`src/rtl/clock_pkg.sv`:
```
// Shared types, constants and BCD helper for the clock_set_ctrl timekeeping block.
package clock_pkg;

  typedef enum logic [1:0] {
    RUN    = 2'd0,
    SET_HH = 2'd1,
    SET_MM = 2'd2,
    SET_SS = 2'd3
  } mode_e;

  localparam logic [1:0] BLINK_HH   = 2'b00;
  localparam logic [1:0] BLINK_MM   = 2'b01;
  localparam logic [1:0] BLINK_SS   = 2'b10;
  localparam logic [1:0] BLINK_NONE = 2'b11;

  localparam logic [7:0] HH_MAX = 8'h23;
  localparam logic [7:0] MS_MAX = 8'h59;

  // Returns {next BCD value, carry}; carry is set when value wraps from max to 00.
  function automatic logic [8:0] bcd_inc_wrap(input logic [7:0] value, input logic [7:0] max);
    logic [8:0] res;
    if (value == max) begin
      res = {8'h00, 1'b1};
    end else if (value[3:0] == 4'd9) begin
      res = {value[7:4] + 4'd1, 4'd0, 1'b0};
    end else begin
      res = {value[7:4], value[3:0] + 4'd1, 1'b0};
    end
    return res;
  endfunction

endpackage

```
`src/rtl/btn_debounce.sv`:
```
// Button conditioner: 2-FF synchroniser, stable-level counter and one-cycle press pulse.
module btn_debounce #(
  parameter int DEBOUNCE_CYC = 1_000_000
) (
  input  logic clk,
  input  logic rst,
  input  logic i_btn,
  output logic o_level,
  output logic o_press
);

  localparam int CNT_W = $clog2(DEBOUNCE_CYC + 1);

  logic             r_sync1;
  logic             r_sync2;
  logic             r_level;
  logic             r_level_q;
  logic             r_press;
  logic [CNT_W-1:0] r_cnt;

  // NOTE: non-blocking assignments keep r_sync1/r_sync2 a genuine two-stage pipeline.
  always_ff @(posedge clk) begin
    if (rst) begin
      r_sync1   <= 1'b0;
      r_sync2   <= 1'b0;
      r_level   <= 1'b0;
      r_level_q <= 1'b0;
      r_press   <= 1'b0;
      r_cnt     <= '0;
    end else begin
      r_sync1   <= i_btn;
      r_sync2   <= r_sync1;
      r_level_q <= r_level;
      r_press   <= r_level & ~r_level_q;
      if (r_sync2 == r_level) begin
        r_cnt <= '0;
      end else if (r_cnt == CNT_W'(DEBOUNCE_CYC - 1)) begin
        r_level <= r_sync2;
        r_cnt   <= '0;
      end else begin
        r_cnt <= r_cnt + CNT_W'(1);
      end
    end
  end

  assign o_level = r_level;
  assign o_press = r_press;

endmodule

```
`src/rtl/clock_set_ctrl.sv`:
```
// Digital clock timekeeping and RUN/SET controller with BCD hh:mm:ss and blink outputs.
// Optional macro CLOCK_SET_AUTOREPEAT_EN adds hold-to-repeat on the increment button.
module clock_set_ctrl
  import clock_pkg::*;
#(
  parameter int CLK_HZ       = 50_000_000,
  parameter int DEBOUNCE_CYC = 1_000_000
) (
  input  logic       clk,
  input  logic       rst,
  input  logic       btn_mode,
  input  logic       btn_inc,
  output logic [7:0] hh,
  output logic [7:0] mm,
  output logic [7:0] ss,
  output logic       blink_en,
  output logic [1:0] blink_sel,
  output logic       tick_1hz
);

  localparam int PRE_W      = $clog2(CLK_HZ);
  localparam int BLINK_HALF = CLK_HZ / 4;
  localparam int BLK_W      = $clog2(BLINK_HALF + 1);

  mode_e            r_state;
  mode_e            w_next_state;
  logic [1:0]       w_sel_nxt;
  logic             w_mode_press;
  logic             w_inc_press;
  logic             w_mode_level;
  logic             w_inc_level;
  logic             w_inc_evt;
  logic             w_tick;
  logic             w_blk_wrap;
  logic             w_phase_nxt;
  logic             w_unused;
  logic [PRE_W-1:0] r_presc;
  logic [BLK_W-1:0] r_blk_cnt;
  logic             r_phase;
  logic             r_tick;
  logic             r_blink_en;
  logic [1:0]       r_blink_sel;
  logic [7:0]       r_hh;
  logic [7:0]       r_mm;
  logic [7:0]       r_ss;
  logic [8:0]       w_hh_inc;
  logic [8:0]       w_mm_inc;
  logic [8:0]       w_ss_inc;

  btn_debounce #(.DEBOUNCE_CYC(DEBOUNCE_CYC)) u_dbc_mode (
    .clk     (clk),
    .rst     (rst),
    .i_btn   (btn_mode),
    .o_level (w_mode_level),
    .o_press (w_mode_press)
  );

  btn_debounce #(.DEBOUNCE_CYC(DEBOUNCE_CYC)) u_dbc_inc (
    .clk     (clk),
    .rst     (rst),
    .i_btn   (btn_inc),
    .o_level (w_inc_level),
    .o_press (w_inc_press)
  );

  always_ff @(posedge clk) begin
    if (rst) r_state <= RUN;
    else     r_state <= w_next_state;
  end

  // NOTE: every comb output gets a default first so no latch is inferred.
  always_comb begin
    w_next_state = r_state;
    if (w_mode_press) begin
      case (r_state)
        RUN:     w_next_state = SET_HH;
        SET_HH:  w_next_state = SET_MM;
        SET_MM:  w_next_state = SET_SS;
        default: w_next_state = RUN;
      endcase
    end
  end

  always_comb begin
    w_sel_nxt = BLINK_NONE;
    case (w_next_state)
      SET_HH:  w_sel_nxt = BLINK_HH;
      SET_MM:  w_sel_nxt = BLINK_MM;
      SET_SS:  w_sel_nxt = BLINK_SS;
      default: w_sel_nxt = BLINK_NONE;
    endcase
  end

  // Blink outputs follow the next state so they change on the same edge as r_state.
  assign w_blk_wrap  = (r_blk_cnt == BLK_W'(BLINK_HALF - 1));
  assign w_phase_nxt = r_phase ^ w_blk_wrap;

  always_ff @(posedge clk) begin
    if (rst) begin
      r_blk_cnt   <= '0;
      r_phase     <= 1'b0;
      r_blink_en  <= 1'b0;
      r_blink_sel <= BLINK_NONE;
    end else begin
      r_blk_cnt   <= w_blk_wrap ? '0 : r_blk_cnt + BLK_W'(1);
      r_phase     <= w_phase_nxt;
      r_blink_en  <= w_phase_nxt & (w_next_state != RUN);
      r_blink_sel <= w_sel_nxt;
    end
  end

  assign w_tick = (r_state == RUN) && (r_presc == PRE_W'(CLK_HZ - 1));

  always_ff @(posedge clk) begin
    if (rst) begin
      r_presc <= '0;
      r_tick  <= 1'b0;
    end else begin
      r_tick <= w_tick;
      if (r_state != RUN || w_tick) r_presc <= '0;
      else                          r_presc <= r_presc + PRE_W'(1);
    end
  end

`ifdef CLOCK_SET_AUTOREPEAT_EN
  localparam int REP_FIRST = CLK_HZ / 2;
  localparam int REP_NEXT  = (CLK_HZ / 8 > 0) ? CLK_HZ / 8 : 1;
  localparam int REP_W     = $clog2(REP_FIRST + 1);

  logic [REP_W-1:0] r_rep_cnt;
  logic             r_rep_armed;
  logic             r_rep_pulse;
  logic             w_rep_hit;

  assign w_rep_hit = r_rep_armed ? (r_rep_cnt == REP_W'(REP_NEXT - 1))
                                 : (r_rep_cnt == REP_W'(REP_FIRST - 1));

  always_ff @(posedge clk) begin
    if (rst) begin
      r_rep_cnt   <= '0;
      r_rep_armed <= 1'b0;
      r_rep_pulse <= 1'b0;
    end else if (r_state == RUN || !w_inc_level || w_next_state != r_state) begin
      r_rep_cnt   <= '0;
      r_rep_armed <= 1'b0;
      r_rep_pulse <= 1'b0;
    end else if (w_rep_hit) begin
      r_rep_cnt   <= '0;
      r_rep_armed <= 1'b1;
      r_rep_pulse <= 1'b1;
    end else begin
      r_rep_cnt   <= r_rep_cnt + REP_W'(1);
      r_rep_pulse <= 1'b0;
    end
  end

  assign w_inc_evt = w_inc_press | r_rep_pulse;
`else
  assign w_inc_evt = w_inc_press;
`endif

  assign w_ss_inc = bcd_inc_wrap(r_ss, MS_MAX);
  assign w_mm_inc = bcd_inc_wrap(r_mm, MS_MAX);
  assign w_hh_inc = bcd_inc_wrap(r_hh, HH_MAX);

  // Ticks only occur in RUN, where set-mode increments are ignored; mode beats inc.
  always_ff @(posedge clk) begin
    if (rst) begin
      r_hh <= 8'h00;
      r_mm <= 8'h00;
      r_ss <= 8'h00;
    end else if (w_tick) begin
      r_ss <= w_ss_inc[8:1];
      if (w_ss_inc[0]) begin
        r_mm <= w_mm_inc[8:1];
        if (w_mm_inc[0]) r_hh <= w_hh_inc[8:1];
      end
    end else if (w_inc_evt && !w_mode_press) begin
      case (r_state)
        SET_HH:  r_hh <= w_hh_inc[8:1];
        SET_MM:  r_mm <= w_mm_inc[8:1];
        SET_SS:  r_ss <= w_ss_inc[8:1];
        default: ;
      endcase
    end
  end

  assign w_unused = ^{w_mode_level, w_inc_level, w_hh_inc[0]};

  assign hh        = r_hh;
  assign mm        = r_mm;
  assign ss        = r_ss;
  assign blink_en  = r_blink_en;
  assign blink_sel = r_blink_sel;
  assign tick_1hz  = r_tick;

endmodule

```
`config.mk`:
```
export PLATFORM = sky130hd
export DESIGN_NAME = clock_set_ctrl
export DESIGN_NICKNAME = d
export VERILOG_FILES = /design/src/rtl/clock_pkg.sv /design/src/rtl/btn_debounce.sv /design/src/rtl/clock_set_ctrl.sv
export SDC_FILE = /design/constraint.sdc
export NUM_CORES = 1
export LEC_CHECK = 0
export ABC_AREA = 0
export BUFFER_PORTS_ARGS = -buffer_cell sky130_fd_sc_hd__buf_2
export CORE_UTILIZATION = 61
export DETAILED_ROUTE_END_ITERATION = 8
export PLACE_DENSITY = 0.8
export SLEW_MARGIN = 0
export SYNTH_ARGS = -nofsm -noshare
export SYNTH_HDL_FRONTEND = slang
export SYNTH_SLANG_ARGS = --single-unit
```
`constraint.sdc`:
```
create_clock -name clk -period 2.7 [get_ports clk]
set_input_delay 0.135 -clock clk [delete_from_list [all_inputs] [get_ports clk]]
set_output_delay 0.135 -clock clk [all_outputs]
set_load 0.03 [all_outputs]
```
==> results of run 1 <==
==> registers in the layout (all words and copies together) (netlist names), 2 cells and up <==
register	count
r_presc	26
r_blk_cnt	24
u_dbc_inc.r_cnt	20
u_dbc_mode.r_cnt	20
hh	8
mm	8
ss	8
blink_sel	2
r_state	2
==> final timing paths <==
kind / startpoint / to / depth (start not counted)
max: r_presc[0] / hh[6] / 6
min: btn_mode / u_dbc_mode.r_sync1 / 3
max reg2reg: r_presc[0] / hh[6] / 6
min reg2reg: u_dbc_inc.r_level_q / u_dbc_inc.o_press / 1
==> where the power goes <==
group,switching [mW],internal [mW],total [mW]
Combinational,0.0468,0.0243,0.0711
Sequential,0.0117,1.95,1.96
Clock,0.887,1.28,2.17
Total,0.946,3.25,4.20
==> cells by family (layout without fill, tap and decap cells) <==
group	count (synthesis)	count (layout)	share of synthesized area, %
AO/OA/AOI/OAI	45	45	5.35
XOR/XNOR	86	86	12.5
adder cells (fa/ha/maj)	21	21	4.37
buffers and inverters	53	104	3.52
flip-flops	131	131	43.6
multiplexers	11	11	1.92
AND/OR/NAND/NOR	348	348	28.7
==> worst reg2reg max path, stage by stage (launching register included) <==
cell,delay [ns]
dfxtp_1,0.36
ha_1,0.22
nand2_1,0.13
or4_4,0.58
or3_1,0.42
a211oi_1,0.27
mux2_2,0.36
==> final cells by class <==
class	instances	area, um^2	area share (%)
clock inverters	13	126	1.83
well taps	129	161	2.34
inverters	30	113	1.63
flip-flops and latches	131	2620	38.1
repair buffers	42	248	3.60
multi-input cells	511	3180	46.1
clock buffers	19	442	6.41
==> layout by cell type, fill, tap and decap left out, drive strengths merged, types with 2 or more instances in the layout <==
cell / count
buf: 38
dfxtp: 131
and3b: 4
o2111ai: 4
clkinv: 6
nand2: 46
clkinvlp: 3
mux2i: 7
clkbuf: 19
o22ai: 2
and4: 5
nand3: 40
nand3b: 5
a211o: 6
a31o: 3
dlygate4sd3: 4
o21ai: 8
xnor2: 54
ha: 21
nor2b: 13
o41ai: 3
xor2: 32
and3: 11
nor3: 26
nor4b: 5
nand4: 21
a21oi: 8
a31oi: 2
inv: 33
or4b: 3
or3: 8
nor2: 138
nor4: 12
mux2: 4
or4: 6
==> layer usage <==
layer / up-vias / wire, um / part of all wire, %
met5: - / 0 / 0
met4: 0 / 195 / 1.6
met3: 21 / 381 / 3.1
met2: 87 / 6230 / 50
met1: 2343 / 5670 / 45
li1: 2457 / - / -
==> per-stage QoR <==
| step | setup slack (ns) | utilization (%) | total power [mW] |
|---|---|---|---|
| after floorplan | 0.417 | - | 2.05 |
| after global placement | 0.360 | 67.0 | 2.06 |
| after detailed placement | 0.322 | 67.0 | 2.07 |
| after CTS | 0.271 | 73.5 | 4.22 |
| after global routing | 0.136 | 73.5 | 4.31 |
| final | 0.265 | 73.5 | 4.20 |
==> key figures, run 1 <==
Status
  • Status: finished clean

Clock network
  • Hold_buf cts: 4
  • Worst-path clk slew: 0.06 ns
  • CTS root buf: clkbuf_8
  • Cts bufs inserted: 17
  • CTS sink count: 131
  • CTS tree: done
  • H-tree level count: 4
  • CTS resizes: 0
  • Post-CTS Setup Bufs: 0
  • Clk_lat worst skew: 0.52 ns
  • Max clock buf depth: 2

Critical path
  • Critical Path End Type: flop
  • Largest stage delay on the critical path: just under 0.6 ns
  • R2R Setup Slk: 0.26 ns
  • Critical-path maximum fanout: 6
  • Crit-path cells: ha_1, nand2_1, or4_4, or3_1, a211oi_1, mux2_2
  • Critical path launch point type: flop
  • Cell family with most CP delay: simple AND/OR/NAND/NOR gates
  • Bufs and invs on worst path: 0
  • Slowest cell on crit path: or4_4
  • CP required: 3.11 ns
  • Worst setup path category: flop to flop
  • Arr. time, crit path: about 2.8 ns

Place
  • PortBufs: 31
  • GPL Wtd Cong: 0.804
  • Placed cell area: 6280 um^2
  • Dpl hpwl: 8.23 mm
  • Placed cell count: 839

GRT
  • Met1 Use GR: between 30% and 40%
  • Vias in the first global route: 4668
  • Met2 track demand over resource: 46.6%
  • Initial antenna violation count: 0
  • First-pass GRT wire length: 20.9 mm
  • Met3 GRT Util: 5.59%
  • Total Routing Usage GR: 26.0%
  • Maximum number of pins on one net before global-route repair: 44
  • GR Overflow Total: 0
  • GR peak layer: met2

Route
  • DR iter-0 viols: 189
  • Vias/cell: 5.61
  • # DRC: 0
  • Routed len/inst: 14.3 um
  • Post-Route WL: 12.5 mm
  • Via count of the routed design: 4908
  • Antenna-violating nets left: 0
  • DRT Pass-1 Iters: 4

Power and ir drop
  • P per Cell Area: a little over 600 nW/um^2
  • Max VDD drop: approximately 0.51 mV
  • Pleak: 2.45 nW

Floorplanning
  • Initial Util: 64.1%
  • Core Area: approximately 9400 um^2
  • IO Pins: 32
  • Die height: 101 um
  • Die X: 101 um
  • Die area: 10300 um^2
  • Rows: 35

Finish
  • Fin cells: 875
  • Fillcell total: approximately 730
  • Layout cells sized above 1: 11.4%
  • Final instance area: 6890 um^2
  • Syn-to-layout area delta: 14.6%
  • Layout Nets: 758
  • Antenna diode count: 0

Timing
  • Max_slew headroom: between 40 and 50%
  • Final clock skew: 0.00856 ns
  • RSZ-0062 raised after global routing: no
  • Final Hold Viols: 0
  • Tmin final: 2.44 ns
  • Actual slew at the worst max-slew pin: 0.780 ns
  • Hold slack: 0.397 ns
  • Setup Viol. Count Final: 0
  • Setup_tns: 0 ns
  • Tcrit/Tclk final: 90.2%
  • Achievable Freq: 0.411 GHz
  • Max-slew violation count: 0

Flow run
  • Max Cap Viol: 0

Synth
  • EDFF count, synth: 0
  • Post-synth top area share: 43.6%
  • Synth warnings: 0
  • Primary FF master, synth: dfxtp_1
  • Syn_nets: between 700 and 800
  • Post-Synthesis Cells: 695
  • Async SR Flop Fraction: 0%
  • Most common cell in the netlist: nor2_1
  • Commonest cells post-synth: 138 x nor2_1, 131 x dfxtp_1, 54 x xnor2_1
  • Sequential share of the synthesized area: 43.6%
  • Avg Synthesized Cell Area: 8.65 um^2
  • Cell variety after synth: 51
  • Leading area contributor after synthesis: dfxtp_1
  • Mapped cell area: 6010 um^2
  • Yosys reg bits: 131
  • Synth area leaders: dfxtp_1 44%, nor2_1 8.6%, xnor2_1 7.9%, xor2_1 4.7%, ha_1 4.4%

Min path
  • HP Class: input pin to flop
Power figures use the tool's default switching activity.
==> run 2: changes to the inputs <==
--- a/config.mk
+++ b/config.mk
@@ -7,6 +7,7 @@
 export LEC_CHECK = 0
 export ABC_AREA = 0
 export BUFFER_PORTS_ARGS = -buffer_cell sky130_fd_sc_hd__buf_2
+export CORE_MARGIN = 2
 export CORE_UTILIZATION = 61
 export DETAILED_ROUTE_END_ITERATION = 8
 export PLACE_DENSITY = 0.8
==> run 2 against run 1 <==
  * Core utilization fell by 1.9 points
  * Power rose by 4.7%
  * Clock power rose by 9.2%
  * Die area rose by 4.0%
  * Maximum frequency fell by 1.6%
  * Global-route usage fell by 1.7 points
  * Register-to-register slack got worse by 0.04 ns
  * Sequential share of layout area fell by 0.25 points
  * Final cell count rose by 0.23%
  * Highest routed layer unchanged
==> key figures, run 2 (synthesis results as in run 1) <==
Finish
  • Biggest register: r_presc
  • Max reg flops: 26 (unchanged)
  • Layout cells sized above 1: 10.9% (-0.51 points)
  • Antenna diode count: 0 (unchanged)
  • Top flop regs: r_presc: 26 flops, r_blk_cnt: 24 flops
  • Syn-to-layout area delta: 15.4%
  • Final Util: 71.6% (-1.9 points)
  • Layout Nets: 757 (-0.13%)
  • Most common cell after layout, fill and taps aside: nor2_1
  • Fillcell total: 729 (+0.14%)
  • Commonest non-fill, non-tap cells in the layout: 138 x nor2_1, 131 x dfxtp_1, 54 x xnor2_1, 46 x nand2_1, 40 x nand3_1

Critical path
  • Crit-path cells: ha_1, nand2_1, or4_4, nor2_1, mux2i_1, mux2_2
  • Slowest cell on crit path: or4_4
  • Critical path launch point type: flop
  • Arr. time, crit path: 2.89 ns (+0.05 ns)
  • Critical-path maximum fanout: 6 (unchanged)
  • Critical Path End Type: flop
  • Worst setup path category: flop to flop
  • Cell family with most CP delay: simple AND/OR/NAND/NOR gates
  • Bufs and invs on worst path: 0 (unchanged)
  • Largest stage delay on the critical path: 0.57 ns (about the same)
  • CP required: 3.11 ns (about the same)

Route
  • DRT Pass-1 Iters: 4 (unchanged)
  • # DRC: 0 (unchanged)
  • Routed len/inst: 14.2 um (-0.71%)
  • Antenna-violating nets left: 0 (unchanged)
  • Via count of the routed design: 4893 (-0.31%)
  • Vias/cell: 5.58 (-0.53%)
  • Post-Route WL: 12.4 mm (-0.48%)
  • DR iter-0 viols: 141 (-25%)

Floorplanning
  • Initial Util: 62.1% (-2.1 points)
  • Rows: 36 (+2.9%)
  • Core Area: 9680 um^2 (+3.3%)
  • IO Pins: 32 (unchanged)
  • Die height: 103 um (+2.0%)
  • Die area: 10700 um^2 (+4.0%)
  • Die X: 103 um (+2.0%)

Clock network
  • CTS root buf: clkbuf_8
  • CTS tree: done
  • Clk_lat worst skew: 0.53 ns (about the same)
  • CTS resizes: 0 (unchanged)
  • Cts bufs inserted: 17 (unchanged)
  • Max clock buf depth: 2 (unchanged)
  • H-tree level count: 4 (unchanged)
  • Worst-path clk slew: 0.06 ns (about the same)
  • CTS sink count: 131 (unchanged)

Flow run
  • Max Cap Viol: 0 (unchanged)

Timing
  • Hold slack: 0.364 ns (-0.0332 ns)
  • Max_slew headroom: 44.0% (-3.2 points)
  • Tcrit/Tclk final: 91.7% (+1.5 points)
  • Setup Viol. Count Final: 0 (unchanged)
  • Achievable Freq: 0.404 GHz (-1.6%)
  • Final Hold Viols: 0 (unchanged)
  • Tmin final: 2.48 ns (+0.0402 ns)
  • Final clock skew: 0.00739 ns (-0.00116 ns)
  • Max-slew violation count: 0 (unchanged)
  • Setup_tns: 0 ns (unchanged)
  • RSZ-0062 raised after global routing: no
  • Actual slew at the worst max-slew pin: 0.828 ns (+0.0478 ns)

Place
  • Dpl hpwl: 8.42 mm (+2.3%)
  • GPL Wtd Cong: 0.855 (+6.4%)
  • PortBufs: 31 (unchanged)

Power and ir drop
  • P per Cell Area: 634 nW/um^2 (+4.0%)
  • Clock share of power: 53.9% (+2.2 points)
  • Max VDD drop: 0.435 mV (-15%)
  • Psw: 0.861 mW (-8.9%)
  • Sw Share: 19.6% (-2.9 points)
  • Gate power share: 1.6% (about the same)
  • Total chip power: 4.40 mW (+4.7%)
  • Seq pwr share: 44.6% (-2.0 points)
  • Pleak: 2.46 nW (+0.64%)
  • Internal Pwr Total: 3.53 mW (+8.7%)

Min path
  • HP Class: input pin to flop

Status
  • Status: finished clean

GRT
  • Vias in the first global route: 4601 (-1.4%)
  • Initial antenna violation count: 0 (unchanged)
  • GR Overflow Total: 0 (unchanged)
  • Total Routing Usage GR: 24.3% (-1.7 points)
  • First-pass GRT wire length: 20.3 mm (-3.0%)
  • Maximum number of pins on one net before global-route repair: 27 (-39%)
==> run 2: cell count changes in the layout (fill, tap and decap cells not counted) <==
| cell | previous run | this run |
|---|---|---|
| clkinv_4 | 4 | 0 |
| clkbuf_1 | 0 | 2 |
| clkbuf_8 | 3 | 4 |
| inv_8 | 1 | 0 |
| buf_4 | 7 | 6 |
| inv_6 | 2 | 0 |
| bufinv_16 | 1 | 4 |
==> run 2: tightest hold or removal path, delay by kind of cell <==
family,cells,cell delay (ns)
simple gates,1,0.10
buf+inv,2,0.62
==> run 2: routing by layer <==
layer | GRT usage (%) | vias to the layer above | wire, um
met1 | 27.8 | 2332 | 5440
met5 | 0 | - | 0
met2 | 41.8 | 94 | 6220
met3 | 6.92 | 23 | 501
met4 | 12.0 | 0 | 244
li1 | - | 2444 | -
==> run 2: power groups by stage <==
stage / Combinational (mW) / Sequential (mW) / Clock (mW)
5_1_grt: 0.0757 / 1.96 / 2.48
4_1_cts: 0.0680 / 1.96 / 2.40
6_report: 0.0682 / 1.96 / 2.37
2_1_floorplan: 0.0477 / 2.00 / 0
3_3_place_gp: 0.0613 / 2.00 / 0
3_5_place_dp: 0.0637 / 2.00 / 0
==> run 2: layout make-up <==
cell class | instances | area [um^2] | area share [%]
clock buffers | 22 | 463 | 6.68
clock inverters | 9 | 153 | 2.20
inverters | 30 | 113 | 1.62
multi-input cells | 511 | 3180 | 45.8
flip-flops and latches | 131 | 2620 | 37.8
well taps | 133 | 166 | 2.40
repair buffers | 41 | 240 | 3.46
==> run 2: stage by stage <==
stage               setup WS [ns]  instances  cell area, um^2
detailed placement          0.270        842             6280
finish                      0.224        877             6930
global route                0.146        877             6930
CTS                         0.251        877             6930
floorplan                   0.417        695             6010
global placement            0.360        842             6280
==> run 2: final timing paths <==
path | depth (start not counted) | end | start | slack (ns)
setup reg to reg | 6 | mm[5] | r_presc[0] | 0.22
setup / recovery | 6 | mm[5] | r_presc[0] | 0.22
hold reg to reg | 1 | u_dbc_mode.o_press | u_dbc_mode.r_level_q | 0.39
hold / removal | 3 | u_dbc_inc.r_sync1 | btn_inc | 0.36
==> run 2: what timing repair did <==
action                                  4_1_cts  5_1_grt
endpoints found under the setup margin        0        0
setup buffers                                 0        0
hold buffers                                  4        0
endpoints found under the hold margin         4        0
==> run 3: changes to the inputs <==
--- a/config.mk
+++ b/config.mk
@@ -8,10 +8,11 @@
 export ABC_AREA = 0
 export BUFFER_PORTS_ARGS = -buffer_cell sky130_fd_sc_hd__buf_2
 export CORE_MARGIN = 2
-export CORE_UTILIZATION = 61
+export CORE_UTILIZATION = 66
 export DETAILED_ROUTE_END_ITERATION = 8
-export PLACE_DENSITY = 0.8
+export PLACE_DENSITY = 0.85
 export SLEW_MARGIN = 0
 export SYNTH_ARGS = -nofsm -noshare
 export SYNTH_HDL_FRONTEND = slang
+export SYNTH_HIERARCHICAL = 1
 export SYNTH_SLANG_ARGS = --single-unit
==> constraint.sdc (replaced) <==
create_clock -name clk -period 3.2 [get_ports clk]
set_input_delay 0.16 -clock clk [delete_from_list [all_inputs] [get_ports clk]]
set_output_delay 0.16 -clock clk [all_outputs]
set_load 0.03 [all_outputs]
==> run 3 against run 2 <==
  * Die area decreased by 3.3%
  * Maximum frequency decreased by 6.3%
  * Clock skew increased by 0.0021 ns
  * Worst setup slack improved by 0.33 ns
  * Global-route usage increased by 1.9 points
  * Final cell count decreased by 0.68%
  * Critical endpoint is now mm[2]
  * Largest cell class unchanged
  * Highest routed layer unchanged
==> key figures, run 3 <==
Status
  • Status: finished clean

Route
  • Routed len/inst: 15.0 um (+6.2%)
  • DR iter-0 viols: 255 (+81%)
  • DRT Pass-1 Iters: 5 (+1)
  • Via count of the routed design: 5126 (+4.8%)
  • Vias/cell: 5.89 (+5.5%)
  • Antenna-violating nets left: 0 (unchanged)
  • # DRC: 0 (unchanged)
  • Post-Route WL: 13.1 mm (+5.5%)

Clock network
  • CTS sink count: 131 (unchanged)
  • Clk_lat worst skew: 0.51 ns (-0.02 ns)
  • Max clock buf depth: 2 (unchanged)
  • Cts bufs inserted: 17 (unchanged)
  • CTS root buf: clkbuf_8
  • CTS resizes: 0 (unchanged)
  • CTS tree: done
  • Post-CTS Setup Bufs: 0 (unchanged)
  • Hold_buf cts: 2 (-2)
  • Worst-path clk slew: 0.06 ns (about the same)
  • H-tree level count: 4 (unchanged)

Timing
  • Final Hold Viols: 0 (unchanged)
  • Max_slew headroom: 48.0% (+3.9 points)
  • Tcrit/Tclk final: 82.5% (-9.1 points)
  • RSZ-0062 raised after global routing: no
  • Max-slew violation count: 0 (unchanged)
  • Actual slew at the worst max-slew pin: 0.773 ns (-0.0545 ns)
  • Tmin final: 2.64 ns (+0.166 ns)
  • Achievable Freq: 0.379 GHz (-6.3%)
  • Setup Viol. Count Final: 0 (unchanged)
  • Final clock skew: 0.00944 ns (+0.00205 ns)
  • Setup_tns: 0 ns (unchanged)

Synth
  • Synth area leaders: dfxtp_1 42%, xnor2_1 8.2%, nor2_1 7.1%, ha_1 4.2%, xor2_1 2.9%
  • Leading area contributor after synthesis: dfxtp_1
  • Post-Synthesis Cells: 694 (-0.14%)
  • Commonest cells post-synth: 131 x dfxtp_1, 118 x nor2_1, 59 x xnor2_1
  • Primary FF master, synth: dfxtp_1
  • Syn_nets: 719 (-0.14%)
  • Cell variety after synth: 63 (+24%)
  • Most common cell in the netlist: dfxtp_1
  • Yosys reg bits: 131 (unchanged)
  • Synth warnings: 6 (+6)
  • Async SR Flop Fraction: 0% (unchanged)
  • EDFF count, synth: 0 (unchanged)
  • Post-synth top area share: 41.8% (-1.9 points)
  • Avg Synthesized Cell Area: 9.05 um^2 (+4.6%)
  • Sequential share of the synthesized area: 41.8% (-1.9 points)
  • Mapped cell area: 6280 um^2 (+4.4%)

Critical path
  • R2R Setup Slk: 0.56 ns (+0.33 ns)
  • R2R depth: 6 (unchanged)
  • R2R Path Start: r_presc[0]
  • Crit-path cells: ha_1, nand4_1, nor4_1, nand4_2, a21boi_0, mux2i_1
  • Critical path launch point type: flop
  • Slowest cell on crit path: nor4_1
  • Largest stage delay on the critical path: 0.76 ns (+0.19 ns)
  • Critical-path maximum fanout: 9 (+3)
  • Crit Reg-Reg Endpoint: mm[2]
  • Critical Path End Type: flop
  • CP required: 3.64 ns (+0.53 ns)
  • Arr. time, crit path: 3.08 ns (+0.19 ns)
  • Worst setup path category: flop to flop

Finish
  • Top flop regs: r_presc: 26 flops, r_blk_cnt: 24 flops
  • Syn-to-layout area delta: 14.2%
  • Commonest non-fill, non-tap cells in the layout: 131 x dfxtp_1, 118 x nor2_1, 59 x xnor2_1, 44 x nand2_1, 34 x inv_1
  • Fillcell total: 612 (-16%)
  • Layout Nets: 756 (-0.13%)
  • Biggest register: r_presc
  • Max reg flops: 26 (unchanged)
  • Seq. cell area: 2620 um^2 (unchanged)
  • Multi-input logic area: 3450 um^2 (+8.7%)
  • Antenna diode count: 0 (unchanged)
  • Layout cells sized above 1: 14.0% (+3.1 points)
  • Most common cell after layout, fill and taps aside: dfxtp_1

Min path
  • Worst hold start: rst
  • WHS Endpoint: u_dbc_mode/r_sync1
  • HP Class: input pin to flop
  • Worst Hold Depth: 2 (-1)

Floorplanning
  • Die area: 10300 um^2 (-3.3%)
  • Die X: 102 um (-1.7%)
  • Die height: 102 um (-1.7%)
  • Initial Util: 67.9% (+5.9 points)
  • Rows: 35 (-2.8%)
  • Core Area: 9240 um^2 (-4.6%)
  • IO Pins: 32 (unchanged)

GRT
  • Total Routing Usage GR: 26.2% (+1.9 points)
  • Maximum number of pins on one net before global-route repair: 31 (+15%)
  • Vias in the first global route: 4821 (+4.8%)
  • First-pass GRT wire length: 21.9 mm (+8.3%)
  • Initial antenna violation count: 0 (unchanged)
  • GR Overflow Total: 0 (unchanged)

Power and ir drop
  • Total chip power: 3.70 mW (-16%)
  • Pleak: 2.55 nW (+3.5%)
  • Max VDD drop: 0.365 mV (-16%)
  • P per Cell Area: 516 nW/um^2 (-19%)

Place
  • GPL Wtd Cong: 0.847 (-1.0%)
  • Dpl hpwl: 8.65 mm (+2.7%)
  • PortBufs: 31 (unchanged)

Flow run
  • Max Cap Viol: 0 (unchanged)
## run 3: cell types whose count changed in the layout (fill, tap and decap cells not counted), sizes merged, moves of 5 or more
cell / change
nor2: -20
nor4: +15
a21oi: +11
xor2: -11
nand3: -8
nand2b: +6
inv: +5
mux2i: +5
nand4: +5
xnor2: +5
## run 3: worst max-delay path by stage
stage / from / end / cells past startpoint
after CTS: r_presc[0] / mm[2] / 6
after global routing: r_presc[0] / mm[2] / 6
after detailed placement: r_presc[0] / mm[2] / 6
final: r_presc[0] / mm[2] / 6
after floorplan: r_presc[0] / hh[0] / 6
after global placement: r_presc[0] / mm[5] / 6
## run 3: per-stage QoR
stage               cells  cell area, um^2  setup slack [ns]  util, %  hold slack (ns)
floorplan             694             6280              1.03        -            0.232
global placement      839             6540             0.768     70.7            0.370
detailed placement    839             6540             0.621     70.7            0.373
CTS                   871             7170             0.600     77.5            0.114
global route          871             7170             0.369     77.5            0.155
finish                871             7170             0.559     77.5            0.136
## run 3: final cells by class
cell class | count | share of cell area, %
Clock buffer | 18 | 5.97
Clock inverter | 12 | 2.55
Inverter | 34 | 1.78
Multi-Input combinational cell | 512 | 48.2
Sequential cell | 131 | 36.6
Tap cell | 129 | 2.25
Timing Repair Buffer | 35 | 2.65
## run 3: kinds of logic (layout without fill, tap and decap cells)
group | after synthesis | in the layout | share of synthesized area (%)
flip-flops | 131 | 131 | 41.8
XOR/XNOR | 80 | 80 | 11.2
AND/OR/NAND/NOR | 338 | 338 | 30.9
buffers and inverters | 51 | 99 | 3.21
multiplexers | 13 | 13 | 2.09
AO/OA/AOI/OAI | 60 | 60 | 6.70
adder cells (fa/ha/maj) | 21 | 21 | 4.19
## run 3: where the power goes
group | internal (mW) | switching, mW
clock | 1.28 | 0.716
sequential | 1.64 | 0.00867
combinational | 0.0171 | 0.0341
## run 3: per-layer routing
metal | part of all wire [%] | track usage [%]
met1 | 44 | 32.4
met2 | 51 | 44.8
met3 | 3.8 | 5.52
met4 | 1.5 | 9.77
met5 | 0 | 0
## run 3: critical path, delay by kind of cell, from the launching register on
family / cells / cell delay [ns]
muxes: 1 / 0.23
adders and majority gates: 1 / 0.23
AOI/OAI and AO/OA: 1 / 0.34
and+or+nand+nor: 3 / 1.39
DFF: 1 / 0.37
